$ cat src/rtl/mips_pkg.sv
// Shared MIPS definitions: opcode field values, ALUop encodings, fetch FSM states.
// Latency: n/a (declarations only).
// Backpressure: n/a.
package mips_pkg;

  // Primary opcode field values (instr[31:26])
  localparam logic [5:0] OP_RTYPE = 6'b000000;
  localparam logic [5:0] OP_LW    = 6'b100011;
  localparam logic [5:0] OP_SW    = 6'b101011;
  localparam logic [5:0] OP_BEQ   = 6'b000100;
  localparam logic [5:0] OP_J     = 6'b000010;
  localparam logic [5:0] OP_JAL   = 6'b000011;

  // ALUop encodings driven by the main control decoder
  localparam logic [1:0] ALUOP_ADD   = 2'b00;
  localparam logic [1:0] ALUOP_SUB   = 2'b01;
  localparam logic [1:0] ALUOP_FUNCT = 2'b10;

  // Fetch FSM: waiting on imem, or holding an instruction for the core
  typedef enum logic {
    FETCH = 1'b0,
    ISSUE = 1'b1
  } fetch_state_e;

endpackage

$ cat src/rtl/next_pc_calc.sv
// Next-PC selection: jump/jal target, taken-beq target, or sequential pc+4.
// Latency: purely combinational.
// Backpressure: none; the caller decides when next_pc is consumed.
// Ports: pc_plus4/instr of the instruction being committed, control redirects
//        (branch, zero, jump, jal) -> next_pc.
module next_pc_calc
  import mips_pkg::*;
(
  input  logic [31:0] pc_plus4,
  input  logic [31:0] instr,
  input  logic        branch,
  input  logic        zero,
  input  logic        jump,
  input  logic        jal,
  output logic [31:0] next_pc
);

  logic [31:0] br_offset;
  logic [31:0] branch_target;
  logic [31:0] jump_target;
  logic        unused_opcode;

  // Word offset, sign-extended and scaled to bytes; carry out of bit 31 is dropped
  assign br_offset     = {{14{instr[15]}}, instr[15:0], 2'b00};
  assign branch_target = pc_plus4 + br_offset;
  // Pseudo-direct target keeps the top nibble of the delay-slot address
  assign jump_target   = {pc_plus4[31:28], instr[25:0], 2'b00};

  // The opcode field is decoded elsewhere; it plays no part in target math
  assign unused_opcode = ^instr[31:26];

  // j/jal outrank beq; j and jal share the same target
  always_comb begin
    next_pc = pc_plus4;
    if (jump || jal) begin
      next_pc = jump_target;
    end else if (branch && zero) begin
      next_pc = branch_target;
    end
  end

endmodule

$ cat src/rtl/fetch_unit.sv
// Instruction fetch stage: PC register, imem req/ack fetch, instruction hand-off.
// Latency: >=1 cycle in FETCH (until imem_ack) + >=1 cycle in ISSUE; 2 cycles/instr best case.
// Backpressure: instr_ready low holds ISSUE (instr/pc stable, no request) indefinitely.
// Ports: clk/reset; imem_req/imem_addr/imem_ack/imem_rdata to instruction memory;
//        instr/opcode/pc/pc_plus4/instr_valid/instr_ready to the core;
//        branch/zero/jump/jal redirects from control/ALU; fetch_err sticky timeout flag.
module fetch_unit
  import mips_pkg::*;
#(
  parameter logic [31:0] RESET_PC     = 32'h0000_0000,
  parameter int unsigned IMEM_TIMEOUT = 16
) (
  input  logic        clk,
  input  logic        reset,
  output logic        imem_req,
  output logic [31:0] imem_addr,
  input  logic        imem_ack,
  input  logic [31:0] imem_rdata,
  output logic [31:0] instr,
  output logic [5:0]  opcode,
  output logic [31:0] pc,
  output logic [31:0] pc_plus4,
  output logic        instr_valid,
  input  logic        instr_ready,
  input  logic        branch,
  input  logic        zero,
  input  logic        jump,
  input  logic        jal,
  output logic        fetch_err
);

  fetch_state_e state_q;
  logic [31:0]  pc_q;
  logic [31:0]  instr_q;
  logic [31:0]  tmo_cnt_q;
  logic [31:0]  tmo_cnt_d;
  logic         fetch_err_q;
  logic         imem_req_q;
  logic         instr_valid_q;
  logic [31:0]  next_pc_d;

  assign pc_plus4 = pc_q + 32'd4;

  next_pc_calc u_next_pc_calc (
    .pc_plus4 (pc_plus4),
    .instr    (instr_q),
    .branch   (branch),
    .zero     (zero),
    .jump     (jump),
    .jal      (jal),
    .next_pc  (next_pc_d)
  );

  // Saturates at the limit so a long stall cannot wrap the counter
  assign tmo_cnt_d = (tmo_cnt_q == IMEM_TIMEOUT) ? tmo_cnt_q : tmo_cnt_q + 32'd1;

  always_ff @(posedge clk) begin
    if (reset) begin
      state_q       <= FETCH;
      pc_q          <= RESET_PC;
      instr_q       <= '0;
      tmo_cnt_q     <= '0;
      fetch_err_q   <= 1'b0;
      imem_req_q    <= 1'b1;
      instr_valid_q <= 1'b0;
    end else begin
      case (state_q)
        FETCH: begin
          if (imem_ack) begin
            instr_q       <= imem_rdata;
            state_q       <= ISSUE;
            imem_req_q    <= 1'b0;
            instr_valid_q <= 1'b1;
          end else if (IMEM_TIMEOUT != 0) begin
            // Keep requesting; only flag the stall
            tmo_cnt_q <= tmo_cnt_d;
            if (tmo_cnt_d == IMEM_TIMEOUT) begin
              fetch_err_q <= 1'b1;
            end
          end
        end
        ISSUE: begin
          // Redirects are only meaningful in the commit cycle
          if (instr_ready) begin
            pc_q          <= next_pc_d;
            tmo_cnt_q     <= '0;
            state_q       <= FETCH;
            imem_req_q    <= 1'b1;
            instr_valid_q <= 1'b0;
          end
        end
        default: begin
          state_q       <= FETCH;
          imem_req_q    <= 1'b1;
          instr_valid_q <= 1'b0;
        end
      endcase
    end
  end

  assign imem_req    = imem_req_q;
  assign imem_addr   = pc_q;
  assign instr       = instr_q;
  assign opcode      = instr_q[31:26];
  assign pc          = pc_q;
  assign instr_valid = instr_valid_q;
  assign fetch_err   = fetch_err_q;

endmodule

$ cat config.mk
export PLATFORM = sky130hd
export DESIGN_NAME = fetch_unit
export DESIGN_NICKNAME = d
export VERILOG_FILES = /design/src/rtl/mips_pkg.sv /design/src/rtl/next_pc_calc.sv /design/src/rtl/fetch_unit.sv
export SDC_FILE = /design/constraint.sdc
export NUM_CORES = 1
export LEC_CHECK = 0
export BUFFER_PORTS_ARGS = -buffer_cell sky130_fd_sc_hd__buf_2
export CAP_MARGIN = 30
export CORE_MARGIN = 8
export CORE_UTILIZATION = 55
export DETAILED_ROUTE_END_ITERATION = 8
export PLACE_DENSITY = 0.82
export SYNTH_ARGS = -nofsm -noshare
export SYNTH_HDL_FRONTEND = slang
export SYNTH_SLANG_ARGS = --single-unit
$ cat constraint.sdc
create_clock -name clk -period 4.85 [get_ports clk]
set_input_delay 0.2425 -clock clk [delete_from_list [all_inputs] [get_ports clk]]
set_output_delay 0.2425 -clock clk [all_outputs]
set_load 0.005 [all_outputs]
==> key figures <==
Synthesis
  – Synthesized flop and latch total: 98
  – Seq/Total Area, Yosys: 0.267
  – Most numerous cell in the Yosys netlist: nand2_1
  – Synth warn: 0
  – Post-synth top area cell: dfxtp_1
  – Dominant synthesized flop cell: dfxtp_1
  – Mapped Cells: ~1000
  – EDFF count, synth: 0
  – Synth top area share: 0.267
  – Synth area leaders: dfxtp_1 27%, nand2_1 8.9%, a21oi_1 7.1%, ha_1 6.5%, xnor2_1 5.5%
  – Synth cell types: 66
  – Syn Std Cell Area: 7340 um2
  – Synth cell count leaders: 175 x nand2_1, 104 x a21oi_1, 98 x dfxtp_1
  – Asr flop ratio synth: 0
  – Syn_area_per_cell: 7.31 um2

Drt
  – Residual DRC: 0
  – Post-route ant nets: 0
  – Iteration-0 DRC Markers: 694
  – Drt total wl: about 22000 um
  – 1st-pass router iterations: 6
  – Total number of vias: 7535
  – Wirelength per Cell: about 17 um
  – Via density: 5.91

Power and ir drop
  – Clock power frac: 0.382
  – Comb pwr share: 0.170
  – Sw Pwr: approximately 0.57 mW
  – Part of the power in registers: 0.448
  – Pwr Total: ~1.9 mW
  – Sw frac: 0.292
  – Design internal power: 1.37 mW
  – Pwr/cell area: 234 nW/um2
  – LEAKAGE: 3.60 nW
  – Worst VDD drop: roughly 0.00017 V

Timing
  – Max Slew Vio Count: 0
  – Worst Skew: 7.52 ps
  – Setup TNS: 0 ps
  – Actual slew at the worst max-slew pin: 918 ps
  – Headroom to the max-slew limit: 0.386
  – Final Hold Viols: 0
  – Setup violations, final: 0
  – RSZ-0062 raised after global routing: false
  – Tmin final: 4270 ps
  – Period utilization: 0.881
  – Peak Freq: 234 MHz

Worst hold path
  – Hold Path Stages: 3
  – Worst Hold Launch: imem_rdata[31]
  – Hold Path Sink: instr[31]$_SDFFE_PP0P_
  – HP Class: in2reg

Global routing
  – First-pass GRT wire length: 35900 um
  – Largest net degree at the start of global routing: 64
  – Gr usage total: 0.245
  – Total grt overflow: 0
  – Vias in the first global route: 7145
  – Initial antenna violation count: 0

Placement
  – GPL Wtd Cong: 0.915
  – Port Buffers: 170
  – Post-DP HPWL: 16100 um
  – Placed Cells incl. Taps: between 1000 and 1500

Run
  – Maxcap violations: 0

Final layout
  – Area Overhead vs Synth: 12.7%
  – FILL cells: 1225
  – N_diodes: 0
  – Fin cells: 1276
  – Nets: 1174
  – Layout cells sized above 1: 0.198

Setup path
  – Required time of the worst setup path: approximately 5000 ps
  – Cell chain of the critical path: and3_1, nand3_1, nor2_1, nand3_1, nor2b_1, nand2_1, xnor2_1, ha_1, a21o_1, a21oi_1, o21bai_1, o21ai_0, or4_1, a21o_1, o211ai_1, mux2i_1, mux2_2
  – R2r endpoint: imem_addr[31]$_SDFFE_PP0P_
  – CP Launch Type: flop
  – Crit path max fanout: 6
  – Critical Path Sink Type: flop
  – Flop-to-flop setup slack: 580 ps
  – Worst reg2reg path depth: 17
  – Worst reg2reg startpoint: imem_addr[5]$_SDFFE_PP0P_
  – Critical Path AT: 4520 ps
  – Worst path slowest cell: dfxtp_1
  – Biggest cell delay along the critical path: 450 ps
  – Critical path type: reg2reg

Floorplanning
  – Initial core utilization: 0.559
  – Core footprint: around 13000 um2
  – Num rows: 42
  – Die Area: 17300 um2
  – # IOs: around 180
  – Die Ht: 132 um
  – Die outline width: 132 um

Outcome
  – Status: finished, final reports clean

CTS
  – Post_cts resized: 0
  – Maximum clock insertion buffer count: 2
  – Worst-path clk slew: 70 ps
  – Root buf cell: clkbuf_16
  – Worst skew pair latency: 360 ps
  – CTS HTree Levels: 3
  – Clk sinks: 98
  – CTS tree: built
  – CTS buffer count: 9
  – Cts hold-fix bufs: 0
  – Post-CTS Repair Setup Buffers: 0
## cell type report
cell class | instances | area (um2) | share of cell area
Timing Repair Buffer | 180 | 948 | 0.115
Multi-Input combinational cell | 789 | 4780 | 0.577
Clock inverter | 6 | 66.3 | 0.00801
Clock buffer | 10 | 239 | 0.0289
Sequential cell | 98 | 1960 | 0.237
Inverter | 17 | 63.8 | 0.00771
Tap cell | 176 | 220 | 0.0266
## logic make-up (layout without fill, tap and decap cells)
group | Yosys count | after routing | share of synthesized area
AOI/OAI and AO/OA | 272 | 272 | 0.240
xor gates and xnor gates | 68 | 68 | 0.0811
adders and majority gates | 39 | 39 | 0.0675
buffers and inverters | 122 | 213 | 0.0859
DFF | 98 | 98 | 0.267
muxes | 5 | 5 | 0.00699
other | 1 | 6 | 0.000511
and+or+nand+nor | 399 | 399 | 0.251
## metal layers
metal | share of wire | wire, um | vias up | GRT usage
met5 | 0 | 0 | - | 0
met1 | 0.43 | 9400 | 3525 | 0.302
met2 | 0.47 | 10300 | 284 | 0.406
met4 | 0.025 | 537 | 0 | 0.105
li1 | - | - | 3689 | -
met3 | 0.068 | 1470 | 37 | 0.0507
## critical path, delay by kind of cell (launching register included)
| kind | cells | cell delay [ps] |
|---|---|---|
| simple gates | 7 | 1790 |
| compound gates | 6 | 810 |
| mux | 2 | 570 |
| flops | 1 | 450 |
| fa+ha+maj | 1 | 390 |
| xor+xnor | 1 | 170 |
## power groups by stage
stage / combinational [mW] / clock, mW / sequential, mW
after floorplan: 0.219 / 0 / 0.882
after global routing: 0.364 / 0.781 / 0.872
after detailed placement: 0.326 / 0 / 0.885
after CTS: 0.328 / 0.749 / 0.867
after global placement: 0.313 / 0 / 0.888
final: 0.329 / 0.741 / 0.868
## registers in the layout, indices dropped and copies added, names as in the netlist
name and count:
imem_req 1, instr 32, instr_valid 1, state_q 1
tmo_cnt_q 32, imem_addr 30, fetch_err 1
## placed cells by master, fill, tap and decap left out, types with 4 or more instances in the layout
cell type / count
nand3_1: 31
buf_4: 10
and3_1: 15
xnor2_1: 46
a31oi_1: 6
or3_1: 5
nor3_1: 27
clkbuf_16: 9
and2_1: 6
a21oi_1: 104
mux2i_1: 4
a311oi_1: 8
a21o_1: 18
dfxtp_1: 98
nor4_1: 8
nor2b_1: 5
conb_1: 6
o211ai_1: 37
ha_1: 38
o21bai_1: 7
o21ai_0: 39
nand2b_1: 6
nor2_1: 84
a211oi_1: 11
nand2_1: 175
a22oi_1: 9
buf_2: 169
xor2_1: 22
nand4_1: 13
and4_1: 4
inv_1: 17
## how the worst max path moves through the flow
stage,slack (ps),to,from
floorplan,860,imem_addr[31]$_SDFFE_PP0P_,imem_addr[2]$_SDFFE_PP0P_
global placement,770,imem_addr[31]$_SDFFE_PP0P_,imem_addr[4]$_SDFFE_PP0P_
detailed placement,680,imem_addr[31]$_SDFFE_PP0P_,imem_addr[5]$_SDFFE_PP0P_
CTS,630,imem_addr[31]$_SDFFE_PP0P_,imem_addr[4]$_SDFFE_PP0P_
global route,180,imem_addr[31]$_SDFFE_PP0P_,imem_addr[4]$_SDFFE_PP0P_
finish,580,imem_addr[31]$_SDFFE_PP0P_,imem_addr[5]$_SDFFE_PP0P_
## per-stage QoR
step           hold WS, ps  worst slack, ps  cell area, um2   util
3_5_place_dp           459              679            7970  0.607
2_1_floorplan          378              865            7360      -
4_1_cts                105              629            8280  0.630
6_report               113              577            8280  0.630
5_1_grt                116              175            8280  0.630
3_3_place_gp           455              766            7950  0.605
Power figures use the tool's default switching activity.
